`src/rtl/dmem_copy_engine.sv`:
```
// Block-copy bus master for the LEGv8 data memory: moves len doublewords from
// src_addr to dst_addr in ascending order, one READ/WRITE cycle pair per word.
//
// state | meaning
// IDLE  | waiting for start, all outputs low
// READ  | MemRead at src_ptr, capture r_data into data_buf
// WRITE | MemWrite of data_buf at dst_ptr, count down remaining
// DONE  | one-cycle completion pulse
// ERR   | one-cycle reject pulse for a misaligned request
module dmem_copy_engine #(
  parameter int LEN_W = 16
) (
  input  logic             clk,
  input  logic             rst_n,
  input  logic             start,
  input  logic [63:0]      src_addr,
  input  logic [63:0]      dst_addr,
  input  logic [LEN_W-1:0] len,
  output logic             busy,
  output logic             done,
  output logic             error,
  output logic             MemRead,
  output logic             MemWrite,
  output logic [63:0]      addr,
  output logic [63:0]      w_data,
  input  logic [63:0]      r_data
);

  typedef enum logic [2:0] {IDLE, READ, WRITE, DONE, ERR} state_t;

  state_t           state, state_nxt;
  logic [63:0]      src_ptr, dst_ptr, data_buf;
  logic [LEN_W-1:0] remaining;

  always_ff @(posedge clk or negedge rst_n) begin
    if (!rst_n) begin
      state     <= IDLE;
      src_ptr   <= '0;
      dst_ptr   <= '0;
      data_buf  <= '0;
      remaining <= '0;
    end else begin
      state <= state_nxt;
      case (state)
        IDLE: if (start) begin
          src_ptr   <= src_addr;
          dst_ptr   <= dst_addr;
          remaining <= len;
        end
        READ: begin
          data_buf <= r_data;
          src_ptr  <= src_ptr + 64'd8;
        end
        WRITE: begin
          dst_ptr   <= dst_ptr + 64'd8;
          remaining <= remaining - LEN_W'(1);
        end
        default: ;
      endcase
    end
  end

  // Outputs decode the registered state and pointers only, so addr/w_data
  // are stable across the whole strobe cycle.
  always_comb begin
    state_nxt = state;
    busy      = 1'b0;
    done      = 1'b0;
    error     = 1'b0;
    MemRead   = 1'b0;
    MemWrite  = 1'b0;
    addr      = '0;
    w_data    = '0;
    case (state)
      IDLE: if (start) begin
        if ((src_addr[2:0] != 3'd0) || (dst_addr[2:0] != 3'd0))
          state_nxt = ERR;
        else if (len == '0)
          state_nxt = DONE;
        else
          state_nxt = READ;
      end
      READ: begin
        busy      = 1'b1;
        MemRead   = 1'b1;
        addr      = src_ptr;
        state_nxt = WRITE;
      end
      WRITE: begin
        busy      = 1'b1;
        MemWrite  = 1'b1;
        addr      = dst_ptr;
        w_data    = data_buf;
        state_nxt = (remaining == LEN_W'(1)) ? DONE : READ;
      end
      DONE: begin
        busy      = 1'b1;
        done      = 1'b1;
        state_nxt = IDLE;
      end
      ERR: begin
        busy      = 1'b1;
        error     = 1'b1;
        state_nxt = IDLE;
      end
      default: state_nxt = IDLE;
    endcase
  end

endmodule

```
`config.mk`:
```
export PLATFORM = sky130hd
export DESIGN_NAME = dmem_copy_engine
export DESIGN_NICKNAME = d
export VERILOG_FILES = /design/src/rtl/dmem_copy_engine.sv
export SDC_FILE = /design/constraint.sdc
export NUM_CORES = 1
export LEC_CHECK = 0
export CAP_MARGIN = 20
export CORE_ASPECT_RATIO = 0.5
export CORE_UTILIZATION = 50
export CTS_BUF_LIST = sky130_fd_sc_hd__clkbuf_4 sky130_fd_sc_hd__clkbuf_8 sky130_fd_sc_hd__clkbuf_16
export CTS_CLUSTER_SIZE = 24
export DETAILED_ROUTE_END_ITERATION = 8
export PLACE_DENSITY = 0.82
export SKIP_CTS_REPAIR_TIMING = 1
export SLEW_MARGIN = 5
export SYNTH_ARGS = -nofsm -noshare
export SYNTH_HDL_FRONTEND = slang
export SYNTH_SLANG_ARGS = --single-unit
```
`constraint.sdc`:
```
create_clock -name clk -period 2.6 [get_ports clk]
set_input_delay 0.26 -clock clk [delete_from_list [all_inputs] [get_ports clk]]
set_output_delay 0.26 -clock clk [all_outputs]
set_load 0.01 [all_outputs]
```
==> impl_metrics.yaml, run 1 <==
final_layout:
  drive_gt1_share_pct: 10.2
  num-nets-final: 2185
  syn2layout_area_growth_pct: 44.2
  finalNonFillerCells: 2328
  fin_util_pct: 73.6
  final_area_mm2: 0.0186
yosys:
  avgSynthCellArea_um2: 8.04
  synth_area_mm2: 0.0129
  synth-edff-count: 0
  synth_fp_nets: 1818
  synthesis.instances: 1603
  synth_ff_type: "dfrtp_1"
  synth_top_area_cell: "dfrtp_1"
  seq_area_frac_synth_pct: 41.0
  yosysTopAreaCellShare_pct: 41.0
  synth_cell_type_count: 69
  synth_common_cells: "381 x nand2_1, 211 x dfrtp_1, 94 x nor2_1"
  ys_warn_count: 0
  synth_area_leaders: "dfrtp_1 41%, nand2_1 11%, and2_1 3.8%"
  synth-seq-cells: 211
  synth.most_common_cell: "nand2_1"
  async_flop_share_pct: 100
detailed_routing:
  ant_nets: 0
  dr.pass1.iters: 5
  post_drt_wl_per_cell_um: 22.6
  drcViolationCount: 0
  viasPerCell: 6.30
  drtIter0Drc: 1888
  vias: 14700
  drt-total-wl_um: 52600
power:
  seqPwrFrac_pct: 46.3
  p_comb_share_pct: 21.4
  switching_share_pct: 32.1
  irDropWorstVdd_uv: 389
  leakagePower_nw: 9.74
  power_switching_mw: 3.22
  power_mw: 10.0
  power_density_mw_per_mm2: 541
  clockPowerShare_pct: 32.3
  internal_power_mw: 6.83
worst_setup_path:
  crit_path_end: "addr[24]"
  worst-r2r-setup-slack_ns: 0.02
  path_max_fanout: 11
  crit_type: "flip-flop to output port"
  worstPathRequired_ns: 2.34
  worstSetupEndpointType: "output port"
  cp-start-kind: "flip-flop"
  r2r-end: "remaining[10]"
  arrival_ns: 2.62
  reg2reg_from: "state[1]"
  ff2ff_path_depth: 9
  crit_start: "state[2]"
clocking:
  clkTransAtPathRegs_ns: 0.07
  cts_tree: "done"
  clock_latency_ns: 0.52
  cts_buffers: 20
  clockRootBuffer: "clkbuf_16"
  clock_path_buffers: 3
  clkSinkCount: 211
  h-tree-depth: 1
grt:
  antenna_found_initial: 2
  grt_overflow: 0
  grt_pass1_wl_um: 77100
  grt_pass1_vias: 13300
  grt_max_degree: 69
  track_usage_pct: 37.4
place:
  placed_area_mm2: 0.0173
  hpwl_um: 37600
  dp.cells: 2278
  place.gp.congestion: 0.989
  port-buffer-count: 343
floorplanning:
  die_w_um: 229
  die_area_mm2: 0.0265
  io_pins: 344
  die_h_um: 116
  core_mm2: 0.0252
  initial_utilization_pct: 51.1
  rows: 41
flow_run:
  drv_cap: 0
sta:
  fin_hold_ws_ns: 0.261
  finalSetupViolCount: 5
  drv_slew: 0
  skew_ns: 0.0117
  final.min_clock_period_ns: 2.88
  slew-limit-headroom_pct: 60.2
  tightest_slew_ns: 0.593
  fmax_ghz: 0.348
  hold_viol: 0
  rsz0062_at_grt: "true"
  post-route-period-util_pct: 111
  layout_setup_ws_ns: -0.277
outcome:
  violations: "setup timing"
  status: "finished, violations left"
worst_hold_path:
  holdCritPathClass: "primary input to async pin"
-- layout make-up --
type | count | area, um2
clock buffers | 32 | 634
repair buffers | 462 | 4920
fillers | 1924 | 6650
diodes | 1 | 2.50
inverters | 23 | 111
clock inverters | 3 | 76.3
repair inverters | 1 | 8.76
multi-input cells | 1251 | 7120
well taps | 344 | 430
flip-flops and latches | 211 | 5280
-- critical path: stages, from the launching register on --
cell and delay [ns]:
dfrtp_1 0.38, buf_4 0.18, or3b_4 0.48, clkinv_8 0.13, nand2_1 0.19, nand2_1 0.18
clkdlybuf4s50_1 0.55
-- how the worst min path moves through the flow --
stage	start	endpoint	slack [ns]	cells after the start
final	rst_n	dst_ptr[50]	0.26	2
after global routing	r_data[47]	data_buf[47]	0.28	3
after CTS	rst_n	dst_ptr[49]	-0.29	1
after detailed placement	rst_n	dst_ptr[49]	0.25	1
after global placement	rst_n	dst_ptr[56]	0.25	1
after floorplan	rst_n	data_buf[0]	-0.04	0
-- kinds of logic after synthesis --
family / Yosys count / synth area share [%]
and+or+nand+nor: 896 / 34.6
AOI/OAI and AO/OA: 321 / 17.5
DFF: 211 / 41.0
buffers and inverters: 141 / 4.26
muxes: 29 / 2.30
adders and majority gates: 4 / 0.388
xor gates and xnor gates: 1 / 0.0680
-- registers in the layout, summed over array words and instances (netlist names) --
name	count
dst_ptr	64
data_buf	64
remaining	16
state	3
src_ptr	64
-- power by group through the flow --
| stage | Combinational (mW) | Sequential, mW | Clock (mW) |
|---|---|---|---|
| final | 2.15 | 4.66 | 3.24 |
| after global routing | 2.35 | 4.72 | 3.37 |
| after global placement | 2.04 | 4.66 | 0 |
| after detailed placement | 2.09 | 4.65 | 0 |
| after CTS | 2.10 | 4.61 | 3.24 |
| after floorplan | 1.16 | 4.40 | 0 |
-- through the flow --
stage | TNS [ns] | setup slack, ns
CTS | -40.53 | -0.414
detailed placement | 0 | 0.110
floorplan | 0 | 0.228
global route | -1.57 | -0.319
finish | -1.14 | -0.277
global placement | 0 | 0.132
-- placed cells by master (no fill, tap or decap), drive strengths merged, types with 5 or more instances in the layout --
| master | instances |
|---|---|
| inv | 22 |
| a311oi | 17 |
| a211oi | 17 |
| buf | 114 |
| nand2 | 381 |
| a31oi | 12 |
| a22o | 30 |
| a221o | 11 |
| nand4 | 60 |
| clkdlybuf4s50 | 217 |
| nand2b | 16 |
| nand3b | 5 |
| mux2 | 5 |
| nor2 | 94 |
| o211ai | 15 |
| nand3 | 71 |
| dfrtp | 211 |
| mux2i | 24 |
| or2 | 5 |
| a22oi | 11 |
| or4 | 21 |
| a2bb2oi | 5 |
| and3 | 15 |
| and2 | 79 |
| o31a | 7 |
| nor3 | 51 |
| dlymetal6s2s | 123 |
| a21o | 9 |
| o22ai | 37 |
| a21oi | 57 |
| o31ai | 8 |
| o311ai | 5 |
| or3 | 15 |
| o21ai | 46 |
| clkbuf | 39 |
| and4 | 23 |
| nor4 | 50 |
-- metal layers --
metal	vias up	GRT usage, %	routed length [um]
li1	6588	-	-
met1	7097	52.6	21700
met2	850	56.2	23200
met3	126	10.4	6140
met4	0	11.3	1470
met5	-	0	0
(Power assumes the default switching activity.)
==> run 2: changes to the inputs <==
--- a/config.mk
+++ b/config.mk
@@ -6,12 +6,15 @@
 export NUM_CORES = 1
 export LEC_CHECK = 0
 export CAP_MARGIN = 20
+export CELL_PAD_IN_SITES_DETAIL_PLACEMENT = 1
+export CELL_PAD_IN_SITES_GLOBAL_PLACEMENT = 2
 export CORE_ASPECT_RATIO = 0.5
-export CORE_UTILIZATION = 50
+export CORE_UTILIZATION = 28
 export CTS_BUF_LIST = sky130_fd_sc_hd__clkbuf_4 sky130_fd_sc_hd__clkbuf_8 sky130_fd_sc_hd__clkbuf_16
 export CTS_CLUSTER_SIZE = 24
 export DETAILED_ROUTE_END_ITERATION = 8
-export PLACE_DENSITY = 0.82
+export PLACE_DENSITY_LB_ADDON = 0.1
+export REMOVE_ABC_BUFFERS = 1
 export SKIP_CTS_REPAIR_TIMING = 1
 export SLEW_MARGIN = 5
 export SYNTH_ARGS = -nofsm -noshare
==> run 2 against run 1 <==
The flow still finishes with violations (setup timing). Clock skew is 0.018 ns higher. Worst hold slack worse by 0.042 ns. Sequential cell count stayed put. Critical path type unchanged. Highest routed layer unchanged.
==> impl_metrics.yaml, run 2 (synthesis gave the netlist of run 1 again) <==
outcome:
  status: "finished, violations left"
  violations: "setup timing"
power:
  clockPowerShare_pct: 36.3
  leakagePower_nw: 9.99
  seqPwrFrac_pct: 42.4
  power_mw: 10.8
  irDropWorstVdd_uv: 564
  p_comb_share_pct: 21.3
  internal_power_mw: 7.33
  power_switching_mw: 3.46
  switching_share_pct: 32.1
  power_density_mw_per_mm2: 546
worst_setup_path:
  critPathSlowestCell: "clkdlybuf4s50_1"
  worstSetupEndpointType: "output port"
  r2r-end: "src_ptr[27]"
  worstPathRequired_ns: 2.34
  crit_type: "flip-flop to output port"
  arrival_ns: 2.52
  crit_start: "state[2]"
  reg2reg_from: "state[0]"
  crit_chain: "or3b_4 -> clkinv_8 -> buf_16 -> buf_8 -> and2_1 -> clkdlybuf4s50_1"
  worst-r2r-setup-slack_ns: 0.06
  cp-start-kind: "flip-flop"
  ff2ff_path_depth: 8
  worst_path_largest_cell_delay_ns: 0.53
  path_max_fanout: 16
clocking:
  clock_path_buffers: 3
  cts_buffers: 24
  h-tree-depth: 1
  clkTransAtPathRegs_ns: 0.07
  clock_latency_ns: 0.57
  clockRootBuffer: "clkbuf_16"
  cts_tree: "done"
  clkSinkCount: 211
final_layout:
  drive_gt1_share_pct: 15.5
  syn2layout_area_growth_pct: 53.2
  mostFrequentLayoutCells: "374 x nand2_1, 216 x clkdlybuf4s50_1, 211 x dfrtp_1"
  final_common_cell: "nand2_1"
  n_antenna_cell: 0
  final.fill_count: 5267
  biggestRegsByFlops: "data_buf: 64 flops, dst_ptr: 64 flops, src_ptr: 64 flops"
  seqCellArea_mm2: 0.00528
  finalNonFillerCells: 2673
  multi_input_area_mm2: 0.00717
  num-nets-final: 2272
grt:
  track_usage_pct: 25.6
  grt_max_degree: 74
  grt_pass1_vias: 15400
  grt_pass1_wl_um: 93500
  antenna_found_initial: 0
  grt_overflow: 0
detailed_routing:
  ant_nets: 0
  vias: 14600
  viasPerCell: 5.47
  drcViolationCount: 0
  dr.pass1.iters: 7
  drtIter0Drc: 997
  drt-total-wl_um: 62300
  post_drt_wl_per_cell_um: 23.3
sta:
  final.min_clock_period_ns: 2.78
  fmax_ghz: 0.360
  tightest_slew_ns: 0.758
  finalSetupViolCount: 10
  hold_viol: 0
  layout_setup_ws_ns: -0.178
  skew_ns: 0.0294
  post-route-period-util_pct: 107
  rsz0062_at_grt: "true"
  slew-limit-headroom_pct: 49.5
  drv_slew: 0
worst_hold_path:
  hold_path_end: "data_buf[12]"
  holdCritPathClass: "primary input to flip-flop"
  holdPathStages: 3
  worstHoldStart: "r_data[12]"
floorplanning:
  rows: 55
  die_h_um: 154
  io_pins: 344
  die_area_mm2: 0.0470
  initial_utilization_pct: 28.5
  die_w_um: 305
  core_mm2: 0.0453
place:
  dp.cells: 2598
  hpwl_um: 46300
  port-buffer-count: 343
  place.gp.congestion: 0.944
flow_run:
  drv_cap: 0
==> run 2: changes by cell type in the layout (fill, tap and decap cells not counted), sizes merged <==
cell           change
bufinv             +2
buf               +89
diode              -1
inv                +1
dlymetal6s2s      -18
clkdlybuf4s50      -1
clkbuf            +13
clkinv             +6
==> run 2: worst max path at each step <==
stage / to / depth (start not counted)
after floorplan: src_ptr[44] / 5
after global placement: addr[54] / 6
after detailed placement: addr[54] / 6
after CTS: addr[54] / 6
after global routing: w_data[48] / 6
final: w_data[48] / 6
==> run 2: final cells by class <==
| cell class | count | share of cell area (%) |
|---|---|---|
| Clock buffer | 33 | 3.61 |
| Tap cell | 598 | 3.79 |
| Timing Repair Buffer | 544 | 28.0 |
| Inverter | 23 | 0.564 |
| Clock inverter | 11 | 0.862 |
| Multi-Input combinational cell | 1251 | 36.3 |
| Sequential cell | 211 | 26.7 |
| Timing Repair inverter | 2 | 0.101 |
==> run 2: critical path, delay by kind of cell, from the launching register on <==
family,cells,cell delay (ns)
buffers and inverters,4,0.95
AND/OR/NAND/NOR,2,0.58
flip-flops,1,0.41
==> run 2: power by group through the flow <==
| stage | combinational, mW | sequential, mW | clock (mW) |
|---|---|---|---|
| 2_1_floorplan | 1.06 | 4.45 | 0 |
| 3_3_place_gp | 2.19 | 4.58 | 0 |
| 3_5_place_dp | 2.28 | 4.61 | 0 |
| 4_1_cts | 2.28 | 4.56 | 4.00 |
| 5_1_grt | 2.55 | 4.67 | 4.12 |
| 6_report | 2.30 | 4.58 | 3.92 |
==> run 2: stage by stage <==
step                instance area [um2]  hold WS (ns)  util [%]  setup slack [ns]  setup TNS [ns]
finish                            19700         0.219      43.6            -0.178          -0.824
detailed placement                18100         0.311      39.9            0.0266               0
global route                      19700         0.227      43.6            -0.256           -1.54
CTS                               19000        -0.273      41.9            -0.581          -57.49
global placement                  18100         0.306      39.9            0.0520               0
floorplan                         12400       -0.0356         -             -4.05         -602.09
==> run 2: routing by layer <==
layer  track usage [%]  up-vias  part of all wire [%]
met1              33.9     7454                    45
met2              43.6      348                    49
met4              7.15        0                   2.4
met5                 0        -                     0
met3              3.38       70                   3.9
li1                  -     6747                     -
==> run 3: changes to the inputs <==
--- a/config.mk
+++ b/config.mk
@@ -5,10 +5,8 @@
 export SDC_FILE = /design/constraint.sdc
 export NUM_CORES = 1
 export LEC_CHECK = 0
-export CAP_MARGIN = 20
 export CELL_PAD_IN_SITES_DETAIL_PLACEMENT = 1
 export CELL_PAD_IN_SITES_GLOBAL_PLACEMENT = 2
-export CORE_ASPECT_RATIO = 0.5
 export CORE_UTILIZATION = 28
 export CTS_BUF_LIST = sky130_fd_sc_hd__clkbuf_4 sky130_fd_sc_hd__clkbuf_8 sky130_fd_sc_hd__clkbuf_16
 export CTS_CLUSTER_SIZE = 24
==> constraint.sdc (replaced) <==
create_clock -name clk -period 2.6 [get_ports clk]
set_input_delay 0.26 -clock clk [delete_from_list [all_inputs] [get_ports clk]]
set_output_delay 0.26 -clock clk [all_outputs]
set_load 0.005 [all_outputs]
==> run 3 against run 2 <==
The flow still finishes with violations (setup timing). Sequential power is essentially flat. Register-to-register slack gained 0.02 ns. First-iteration DRC count grew 0.30%. Highest routed layer unchanged. Via count shrank 0.41%. Critical path type unchanged. Sequential cell count is the same. Critical path depth is the same. Fmax shrank 1.7%. Clock skew shrank 0.019 ns.
==> impl_metrics.yaml, run 3 (synthesis gave the netlist of run 1 again) <==
sta:
  finalSetupViolCount: 67
  rsz0062_at_grt: "true"
  post-route-period-util_pct: 109
  skew_ns: 0.0108
  final.min_clock_period_ns: 2.83
  fin_hold_ws_ns: 0.221
  tightest_slew_ns: 0.770
  layout_setup_ws_ns: -0.227
  tns_ns: -8.92
  fmax_ghz: 0.354
  hold_viol: 0
  slew-limit-headroom_pct: 48.5
  drv_slew: 0
detailed_routing:
  routed.top_layer: "met4"
  post_drt_wl_per_cell_um: 23.4
  vias: 14600
  met2RoutedLength_um: 29600
  wl_met3_um: 3190
  drtIter0Drc: 1000
  viasPerCell: 5.50
  wl_met1_um: 27400
  dr.pass1.iters: 5
  ant_nets: 0
  drt-total-wl_um: 62100
  drcViolationCount: 0
final_layout:
  mostFrequentLayoutCells: "368 x nand2_1, 279 x clkdlybuf4s50_1, 209 x dfrtp_1"
  num-nets-final: 2241
  multi_input_area_mm2: 0.00715
  fin_util_pct: 43.0
  finalNonFillerCells: 2649
  final_common_cell: "nand2_1"
  final.fill_count: 5304
  biggestRegsByFlops: "data_buf: 64 flops, dst_ptr: 64 flops, src_ptr: 64 flops"
  syn2layout_area_growth_pct: 51.4
  drive_gt1_share_pct: 13.7
  seqCellArea_mm2: 0.00528
worst_hold_path:
  hold_path_end: "data_buf[28]"
  worstHoldStart: "r_data[28]"
  holdCritPathClass: "primary input to flip-flop"
  holdPathStages: 3
outcome:
  status: "finished, violations left"
  violations: "setup timing"
power:
  irDropWorstVdd_uv: 476
  leakagePower_nw: 8.97
  power_density_mw_per_mm2: 559
worst_setup_path:
  reg2reg_from: "dst_ptr[25]"
  path_max_fanout: 19
  worstPathRequired_ns: 2.34
  worstSetupEndpointType: "output port"
  cp-start-kind: "flip-flop"
  crit_type: "flip-flop to output port"
  r2r-end: "dst_ptr[30]"
  ff2ff_path_depth: 6
  arrival_ns: 2.57
  worst-r2r-setup-slack_ns: 0.08
floorplanning:
  die_h_um: 217
  core_mm2: 0.0454
  die_area_mm2: 0.0469
  die_w_um: 217
  initial_utilization_pct: 28.4
  rows: 78
  io_pins: 344
place:
  place.gp.congestion: 0.910
  hpwl_um: 44600
  port-buffer-count: 343
  dp.cells: 2565
grt:
  grt_pass1_vias: 14900
  track_usage_pct: 25.2
  grt_max_degree: 100
  grt_pass1_wl_um: 91400
  grt_overflow: 0
  antenna_found_initial: 5
clocking:
  clockRootBuffer: "clkbuf_16"
  clkSinkCount: 211
  clock_path_buffers: 3
  cts_buffers: 28
  clkTransAtPathRegs_ns: 0.06
  cts_tree: "done"
  h-tree-depth: 1
  clock_latency_ns: 0.56
flow_run:
  drv_cap: 0
==> run 3: cell count changes in the layout (fill, tap and decap cells not counted), sizes merged <==
cell / before / now
clkinv: 9 / 8
clkbuf: 52 / 54
clkinvlp: 0 / 1
bufinv: 4 / 1
clkdlybuf4s50: 216 / 279
buf: 203 / 159
diode: 0 / 2
dlymetal6s2s: 105 / 59
==> run 3: power breakdown <==
group	internal, mW	total [mW]	switching [mW]	leakage [nW]
sequential	3.94	4.58	0.642	2.41
combinational	1.07	2.28	1.21	6.07
clock	2.46	4.05	1.59	0.486
total	7.47	10.9	3.44	8.97
==> run 3: worst max path at each step <==
stage                      startpoint          end  slack, ns  depth (start not counted)
final                        state[2]   w_data[30]      -0.23                          6
after global routing         state[2]   w_data[29]      -0.31                          6
after CTS                    state[2]     addr[47]      -0.52                          6
after detailed placement     state[2]     addr[47]       0.09                          6
after global placement    dst_ptr[25]  dst_ptr[30]       0.15                          6
after floorplan              state[2]  src_ptr[44]      -4.04                          5
==> run 3: per-stage QoR <==
| step | power, mW | cell area, um2 | setup WS, ns |
|---|---|---|---|
| global placement | 6.79 | 17900 | 0.145 |
| finish | 10.9 | 19500 | -0.227 |
| detailed placement | 6.87 | 17900 | 0.0935 |
| CTS | 11.0 | 18800 | -0.517 |
| floorplan | 5.50 | 12400 | -4.04 |
| global route | 11.5 | 19500 | -0.307 |
==> run 3: worst max-delay path: stages, from the launching register on <==
cell             delay (ns)
dfrtp_2                0.44
or3b_4                 0.46
inv_6                  0.14
buf_12                 0.14
clkbuf_16              0.17
and2_1                 0.13
clkdlybuf4s50_1        0.51
==> run 3: cell type report <==
type / instances / share of cell area (%)
diodes: 2 / 0.0256
repair buffers: 508 / 26.7
repair inverters: 3 / 0.186
flip-flops and latches: 211 / 27.1
clock buffers: 44 / 4.61
inverters: 23 / 0.570
multi-input cells: 1251 / 36.6
well taps: 600 / 3.85
clock inverters: 7 / 0.340
==> run 3: routing by layer <==
layer	vias to the layer above	track usage, %
met3	94	4.29
met5	-	0
li1	6698	-
met1	7339	33.7
met4	0	7.54
met2	428	41.5
